--- config.mk ---
export PLATFORM = sky130hd
export DESIGN_NAME = soc_pb_router
export DESIGN_NICKNAME = d
export VERILOG_FILES = /design/src/rtl/soc_pb_pkg.sv /design/src/rtl/soc_pb_timeout.sv /design/src/rtl/soc_pb_router.sv
export SDC_FILE = /design/constraint.sdc
export NUM_CORES = 1
export LEC_CHECK = 0
export BUFFER_PORTS_ARGS = -buffer_cell sky130_fd_sc_hd__buf_2
export CORE_AREA = 2 2 253 255
export CTS_CLUSTER_DIAMETER = 100
export DETAILED_ROUTE_END_ITERATION = 8
export DIE_AREA = 0 0 255 257
export HOLD_SLACK_MARGIN = 0.1
export PLACE_DENSITY_LB_ADDON = 0.2
export SLEW_MARGIN = 10
export SYNTH_ARGS = -nofsm -noshare
export SYNTH_HDL_FRONTEND = slang
export SYNTH_SLANG_ARGS = --single-unit
--- constraint.sdc ---
create_clock -name clk -period 2.14 [get_ports clk]
set_input_delay 0.321 -clock clk [delete_from_list [all_inputs] [get_ports clk]]
set_output_delay 0.321 -clock clk [all_outputs]
set_load 0.005 [all_outputs]
--- src/rtl/soc_pb_pkg.sv ---
// ============================================================================
//  Module  : soc_pb_pkg
//  Purpose : Shared region codes, FSM encoding and error data for soc_pb_router.
//  Revision: 1.0  initial release
// ============================================================================
`default_nettype none

package soc_pb_pkg;

   localparam logic [3:0] REG_BRAM  = 4'h0;
   localparam logic [3:0] REG_SPRAM = 4'h1;
   localparam logic [3:0] REG_SPI0  = 4'h2;
   localparam logic [3:0] REG_SPI1  = 4'h3;
   localparam logic [3:0] REG_WB    = 4'h8;

   localparam logic [31:0] ERR_RDATA_DEF = 32'hDEADBEEF;

   typedef enum logic [2:0] {
      ST_IDLE  = 3'd0,
      ST_LOCAL = 3'd1,
      ST_SPI   = 3'd2,
      ST_WB    = 3'd3,
      ST_RESP  = 3'd4
   } pb_state_t;

endpackage

`default_nettype wire

--- src/rtl/soc_pb_timeout.sv ---
// ============================================================================
//  Module  : soc_pb_timeout
//  Purpose : Wait-cycle counter; flags the wait cycle that reaches 2^TMO_W-1.
//  Revision: 1.0  initial release
// ============================================================================
`default_nettype none

module soc_pb_timeout #(
   parameter int TMO_W = 8
) (
   input  logic clk,
   input  logic rst_n,
   input  logic clr_i,
   input  logic en_i,
   output logic expired_o
);

   localparam logic [TMO_W-1:0] LIMIT = '1;

   logic [TMO_W-1:0] cnt_q;

   always_ff @(posedge clk) begin
      if (!rst_n || clr_i) begin
         cnt_q <= '0;
      end else if (en_i) begin
         cnt_q <= cnt_q + TMO_W'(1);
      end
   end

   // Asserted on the wait cycle whose increment would bring the count to LIMIT
   assign expired_o = en_i && (cnt_q == (LIMIT - TMO_W'(1)));

endmodule

`default_nettype wire

--- src/rtl/soc_pb_router.sv ---
// ============================================================================
//  Module  : soc_pb_router
//  Purpose : picorv32 native-bus decoder onto BRAM/SPRAM/SPI/Wishbone targets
//            with sticky error capture. Optional timeout: SOC_PB_TIMEOUT_EN.
//  Revision: 1.0  initial release
// ============================================================================
`default_nettype none

module soc_pb_router
   import soc_pb_pkg::*;
#(
   parameter int          WB_N      = 6,
   parameter int          WB_AW     = 16,
   parameter int          BRAM_AW   = 8,
   parameter int          SPRAM_AW  = 14,
   parameter int          TMO_W     = 8,
   parameter logic [31:0] ERR_RDATA = ERR_RDATA_DEF
) (
   input  logic                 clk,
   input  logic                 rst_n,
   input  logic [31:0]          pb_addr_i,
   input  logic [31:0]          pb_wdata_i,
   input  logic [3:0]           pb_wstrb_i,
   input  logic                 pb_valid_i,
   output logic                 pb_ready_o,
   output logic [31:0]          pb_rdata_o,
   output logic [BRAM_AW-1:0]   bram_addr_o,
   output logic [31:0]          bram_wdata_o,
   output logic [3:0]           bram_wmsk_o,
   output logic                 bram_we_o,
   input  logic [31:0]          bram_rdata_i,
   output logic [SPRAM_AW-1:0]  spram_addr_o,
   output logic [31:0]          spram_wdata_o,
   output logic [3:0]           spram_wmsk_o,
   output logic                 spram_we_o,
   input  logic [31:0]          spram_rdata_i,
   output logic [23:0]          spi_addr_o,
   output logic [31:0]          spi_wdata_o,
   output logic                 spi_we_o,
   output logic                 spi_valid_o,
   output logic                 spi_mem_select_o,
   input  logic [31:0]          spi_rdata_i,
   input  logic                 spi_ready_i,
   output logic [WB_AW-1:0]     wb_addr_o,
   output logic [31:0]          wb_wdata_o,
   output logic [3:0]           wb_wmsk_o,
   output logic                 wb_we_o,
   output logic [WB_N-1:0]      wb_cyc_o,
   input  logic [32*WB_N-1:0]   wb_rdata_i,
   input  logic [WB_N-1:0]      wb_ack_i,
   input  logic                 err_clr_i,
   output logic                 err_pending_o,
   output logic [31:0]          err_addr_o
);

   pb_state_t         state_q;
   logic              pb_ready_q;
   logic [31:0]       rdata_q;
   logic              local_spram_q;
   logic [31:0]       req_addr_q;
   logic [23:0]       spi_addr_q;
   logic [31:0]       spi_wdata_q;
   logic              spi_we_q;
   logic              spi_valid_q;
   logic              spi_sel_q;
   logic [WB_AW-1:0]  wb_addr_q;
   logic [31:0]       wb_wdata_q;
   logic [3:0]        wb_wmsk_q;
   logic              wb_we_q;
   logic [WB_N-1:0]   wb_cyc_q;
   logic              err_pending_q, err_pending_d;
   logic [31:0]       err_addr_q, err_addr_d;

   logic [3:0]        region;
   logic [3:0]        wb_slv;
   logic              is_bram, is_spram, is_spi, is_wb, unmapped;
   logic              accept, req_we;
   logic [WB_N-1:0]   wb_onehot;
   logic [31:0]       wb_sel_rdata;
   logic              wb_hit;
   logic              tmo_expired;
   logic              err_event;
   logic [31:0]       err_src;

   assign region   = pb_addr_i[31:28];
   assign wb_slv   = pb_addr_i[27:24];
   assign is_bram  = (region == REG_BRAM);
   assign is_spram = (region == REG_SPRAM);
   assign is_spi   = (region == REG_SPI0) || (region == REG_SPI1);
   assign is_wb    = (region == REG_WB) && ({28'd0, wb_slv} < WB_N);
   assign unmapped = !(is_bram || is_spram || is_spi || is_wb);
   assign accept   = (state_q == ST_IDLE) && pb_valid_i;
   assign req_we   = |pb_wstrb_i;

   always_comb begin
      wb_onehot = '0;
      for (int i = 0; i < WB_N; i++) begin
         if (wb_slv == 4'(i)) wb_onehot[i] = 1'b1;
      end
   end

   always_comb begin
      wb_sel_rdata = '0;
      for (int i = 0; i < WB_N; i++) begin
         if (wb_cyc_q[i]) wb_sel_rdata = wb_sel_rdata | wb_rdata_i[32*i +: 32];
      end
   end

   assign wb_hit = |(wb_ack_i & wb_cyc_q);

`ifdef SOC_PB_TIMEOUT_EN
   logic tmo_wait;
   assign tmo_wait = ((state_q == ST_SPI) && !spi_ready_i) ||
                     ((state_q == ST_WB) && !wb_hit);

   soc_pb_timeout #(
      .TMO_W     (TMO_W)
   ) u_timeout (
      .clk       (clk),
      .rst_n     (rst_n),
      .clr_i     (state_q == ST_IDLE),
      .en_i      (tmo_wait),
      .expired_o (tmo_expired)
   );
`else
   // No timeout in this build: SPI/WB accesses wait indefinitely
   assign tmo_expired = (TMO_W == 0);
`endif

   // Local memories see the request combinationally in the accept cycle
   assign bram_addr_o   = pb_addr_i[BRAM_AW+1:2];
   assign bram_wdata_o  = pb_wdata_i;
   assign bram_wmsk_o   = ~pb_wstrb_i;
   assign bram_we_o     = accept && is_bram && req_we;
   assign spram_addr_o  = pb_addr_i[SPRAM_AW+1:2];
   assign spram_wdata_o = pb_wdata_i;
   assign spram_wmsk_o  = ~pb_wstrb_i;
   assign spram_we_o    = accept && is_spram && req_we;

   always_ff @(posedge clk) begin
      if (!rst_n) begin
         state_q       <= ST_IDLE;
         pb_ready_q    <= 1'b0;
         rdata_q       <= '0;
         local_spram_q <= 1'b0;
         req_addr_q    <= '0;
         spi_addr_q    <= '0;
         spi_wdata_q   <= '0;
         spi_we_q      <= 1'b0;
         spi_valid_q   <= 1'b0;
         spi_sel_q     <= 1'b0;
         wb_addr_q     <= '0;
         wb_wdata_q    <= '0;
         wb_wmsk_q     <= '0;
         wb_we_q       <= 1'b0;
         wb_cyc_q      <= '0;
      end else begin
         pb_ready_q <= 1'b0;
         case (state_q)
            ST_IDLE: begin
               if (pb_valid_i) begin
                  req_addr_q <= pb_addr_i;
                  if (is_bram || is_spram) begin
                     local_spram_q <= is_spram;
                     pb_ready_q    <= 1'b1;
                     state_q       <= ST_LOCAL;
                  end else if (is_spi) begin
                     spi_addr_q  <= pb_addr_i[23:0];
                     spi_wdata_q <= pb_wdata_i;
                     spi_we_q    <= req_we;
                     spi_sel_q   <= (region == REG_SPI1);
                     spi_valid_q <= 1'b1;
                     state_q     <= ST_SPI;
                  end else if (is_wb) begin
                     wb_addr_q  <= pb_addr_i[WB_AW+1:2];
                     wb_wdata_q <= pb_wdata_i;
                     wb_wmsk_q  <= ~pb_wstrb_i;
                     wb_we_q    <= req_we;
                     wb_cyc_q   <= wb_onehot;
                     state_q    <= ST_WB;
                  end else begin
                     rdata_q    <= ERR_RDATA;
                     pb_ready_q <= 1'b1;
                     state_q    <= ST_RESP;
                  end
               end
            end
            ST_SPI: begin
               if (spi_ready_i || tmo_expired) begin
                  rdata_q     <= spi_ready_i ? spi_rdata_i : ERR_RDATA;
                  spi_valid_q <= 1'b0;
                  pb_ready_q  <= 1'b1;
                  state_q     <= ST_RESP;
               end
            end
            ST_WB: begin
               if (wb_hit || tmo_expired) begin
                  rdata_q    <= wb_hit ? wb_sel_rdata : ERR_RDATA;
                  wb_cyc_q   <= '0;
                  pb_ready_q <= 1'b1;
                  state_q    <= ST_RESP;
               end
            end
            default: state_q <= ST_IDLE;
         endcase
      end
   end

   // A new error outranks a simultaneous clear
   assign err_event = (accept && unmapped) || tmo_expired;
   assign err_src   = (state_q == ST_IDLE) ? pb_addr_i : req_addr_q;

   always_comb begin
      err_pending_d = err_pending_q;
      err_addr_d    = err_addr_q;
      if (err_event && (!err_pending_q || err_clr_i)) begin
         err_pending_d = 1'b1;
         err_addr_d    = err_src;
      end else if (err_clr_i) begin
         err_pending_d = 1'b0;
      end
   end

   always_ff @(posedge clk) begin
      if (!rst_n) begin
         err_pending_q <= 1'b0;
         err_addr_q    <= '0;
      end else begin
         err_pending_q <= err_pending_d;
         err_addr_q    <= err_addr_d;
      end
   end

   assign pb_ready_o       = pb_ready_q;
   assign pb_rdata_o       = (state_q == ST_LOCAL) ?
                             (local_spram_q ? spram_rdata_i : bram_rdata_i) : rdata_q;
   assign spi_addr_o       = spi_addr_q;
   assign spi_wdata_o      = spi_wdata_q;
   assign spi_we_o         = spi_we_q;
   assign spi_valid_o      = spi_valid_q;
   assign spi_mem_select_o = spi_sel_q;
   assign wb_addr_o        = wb_addr_q;
   assign wb_wdata_o       = wb_wdata_q;
   assign wb_wmsk_o        = wb_wmsk_q;
   assign wb_we_o          = wb_we_q;
   assign wb_cyc_o         = wb_cyc_q;
   assign err_pending_o    = err_pending_q;
   assign err_addr_o       = err_addr_q;

endmodule

`default_nettype wire

==> qor.yml <==
synthArstFlopShare_pct: 0
dr.first_iter.drc_count: 726
cp_max_fo: 4
synthCells: 1382
finClkSkew_ps: 23.3
synth_flop_cell: "dfxtp_1"
rows: 92
multiInputGateArea_um2: 5610
wl_per_cell_um: 20.8
irDropWorstVdd_v: 0.000475
dp_hpwl_mm: 44.4
finalCritPeriodShare_pct: 111
nFillCells: 6875
synth.top_cells.by_count: "377 x nand2_1, 220 x dfxtp_1, 206 x a21oi_1"
synth_area_leaders: "dfxtp_1 41%, nand2_1 13%, a21oi_1 9.5%"
worst_pin_slew_ps: 769
yosysMostFrequentCell: "nand2_1"
max_stage_delay_ps: 540
synth_edf_count: 0
dpl_cell_area_um2: 14600
maxCapViolations: 0
cts_tree: "built"
areaGrowthSynthToFinish_pct: 58.5
timing.fmax_mhz: 422
setup_violations: 34
fin_area_um2: 17200
cp-end-kind: "primary output"
yosysTopAreaCellShare_pct: 40.6
hold_viol: 0
cts-root-buf: "clkbuf_16"
crit_arrival_ps: 2050
initial_core_util_pct: 17.3
power_density_nw_per_um2: 777
grt.total_usage_pct: 17.1
cts_buffers: 28
crit_buf_inv: 1
cts.sinks: 220
port_buffers: 646
path_delay_family: "simple AND/OR/NAND/NOR gates"
htree_levels: 1
violations: "negative setup slack"
yosysUniqueCellTypes: 43
insertion_delay_ps: 570
rsz0062_at_grt: "yes"
grt_overflow: 0
clk_path_buf_depth: 3
path_cells: "or4b_4 -> or2_4 -> nor3b_2 -> buf_2"
core_um2: 62700
critPathSlowestCell: "or4b_4"
drv_slew: 0
pin_count: 647
netlist_area_um2: 10800
drc: 0
dieArea_um2: 65500
synth_nets: 1749
die_h_um: 257
clk_pin_slew_worst_paths_ps: 60
antenna_found_initial: 7
drt_wl_total_mm: 60.1
hp-class: "primary input to register"
grt_pass1_wl_mm: 83.1
num_vias: 12600
seq_area_um2: 4410
p_leak_nw: 7.28
drive_above_1_share_pct: 42.7
fin_setup_tns_ps: -3740
status: "complete, but fails checks"
cp-start-kind: "register"
antenna_left: 0
avgSynthCellArea_um2: 7.84
die_w_um: 255
gp_congestion: 0.922
synth-seq-area-share_pct: 40.6
worstSetupPathType: "register to primary output"
vias_per_cell: 4.36
dr.pass1.iters: 5
first_global_vias: 12200
grt_max_degree: 70
yosys_warnings: 0
utilization_pct: 27.4
post-synth-top-area-cell: "dfxtp_1"
fin_ws_ps: -229
num-nets-final: 2382
ys_seq_elements: 220
place_ws_ps: -109
whs_ps: 137
relSlewSlack_pct: 48.7
required_ps: 1820
finalCriticalPeriod_ps: 2370
==> power by group <==
part,switching [mW],internal (mW)
Clock,1.98,3.09
Combinational,1.95,1.60
Sequential,0.265,4.46
==> flip-flops by register name, summed over array words and instances (netlist names), 3 cells and up <==
name,flops
wb_addr_o,16
rdata_q,32
state_q,3
wb_wmsk_o,4
wb_cyc_o,6
wb_wdata_o,32
spi_wdata_o,32
spi_addr_o,24
req_addr_q,32
err_addr_o,32
==> repair_timing <==
action / CTS / global route
hold buffers: 86 / 0
endpoints found under the setup margin: 71 / 39
hold endpoints to repair: 187 / 0
cloned: 3 / 2
pin swaps: 3 / 5
resized for setup: 11 / 105
setup buffers: 6 / 11
==> worst reg2reg max path: stages (launching register included) <==
cell      delay [ps]
dfxtp_2          320
or4b_4           540
buf_4            170
a311oi_4         300
and2_1           250
buf_12           210
a311oi_1         140
==> cell type report <==
| class | count | share of cell area [%] |
|---|---|---|
| clock buffer | 39 | 4.84 |
| sequential | 220 | 25.7 |
| antenna | 7 | 0.102 |
| multi-input combinational | 942 | 32.7 |
| timing repair buffer | 815 | 29.3 |
| clock inverter | 13 | 1.03 |
| inverter | 8 | 0.204 |
| tap | 846 | 6.16 |
==> through the flow <==
| stage | power (mW) | instances |
|---|---|---|
| finish | 13.3 | 2890 |
| CTS | 13.1 | 2870 |
| global placement | 7.71 | 2723 |
| global route | 14.0 | 2886 |
| detailed placement | 7.73 | 2723 |
| floorplan | 6.26 | 1382 |
==> per-layer routing <==
layer / track usage [%] / vias to the layer above / part of all wire (%)
met5: 0 / - / 0.053
met4: 5.04 / 4 / 2.6
met3: 5.35 / 88 / 7.7
met2: 28.3 / 477 / 47
met1: 21.1 / 6008 / 43
li1: - / 6022 / -
==> cell families (layout without fill, tap and decap cells) <==
kind of cell	after synthesis	in the layout	share of synthesized area, %
compound gates	399	399	23.7
buf+inv	220	875	11.5
flops	220	220	40.6
mux	66	66	6.09
other cells	0	7	0
simple gates	477	477	18.1
==> path summary, 6_finish.rpt <==
check / start / endpoint / slack (ps) / depth (start not counted)
hold reg to reg: wb_wdata_o[11] / wb_wdata_o[11] / 450 / 2
setup reg to reg: state_q[1] / err_addr_o[20] / 80 / 6
hold / removal: spi_rdata_i[19] / rdata_q[19] / 140 / 3
setup / recovery: state_q[1] / spram_we_o / -230 / 4
==> layout by cell type, fill, tap and decap left out, types with 3 or more instances in the layout <==
| cell | n |
|---|---|
| o211ai_1 | 25 |
| nand4_1 | 26 |
| dfxtp_2 | 3 |
| a211oi_1 | 8 |
| a32o_1 | 4 |
| buf_12 | 16 |
| a311oi_1 | 25 |
| dfxtp_1 | 216 |
| buf_2 | 646 |
| nor2_1 | 13 |
| buf_16 | 3 |
| a21oi_2 | 31 |
| a21oi_1 | 175 |
| clkbuf_16 | 30 |
| and2_1 | 9 |
| bufinv_16 | 3 |
| dlygate4sd3_1 | 86 |
| a22oi_1 | 98 |
| nor2_4 | 32 |
| buf_4 | 57 |
| mux2i_1 | 66 |
| clkinv_2 | 6 |
| diode_2 | 7 |
| a31oi_1 | 10 |
| inv_1 | 7 |
| clkbuf_8 | 9 |
| buf_6 | 4 |
| o21ai_0 | 8 |
| a311oi_2 | 7 |
| nand2_1 | 377 |
No activity file was read; power rests on OpenSTA's default activity.
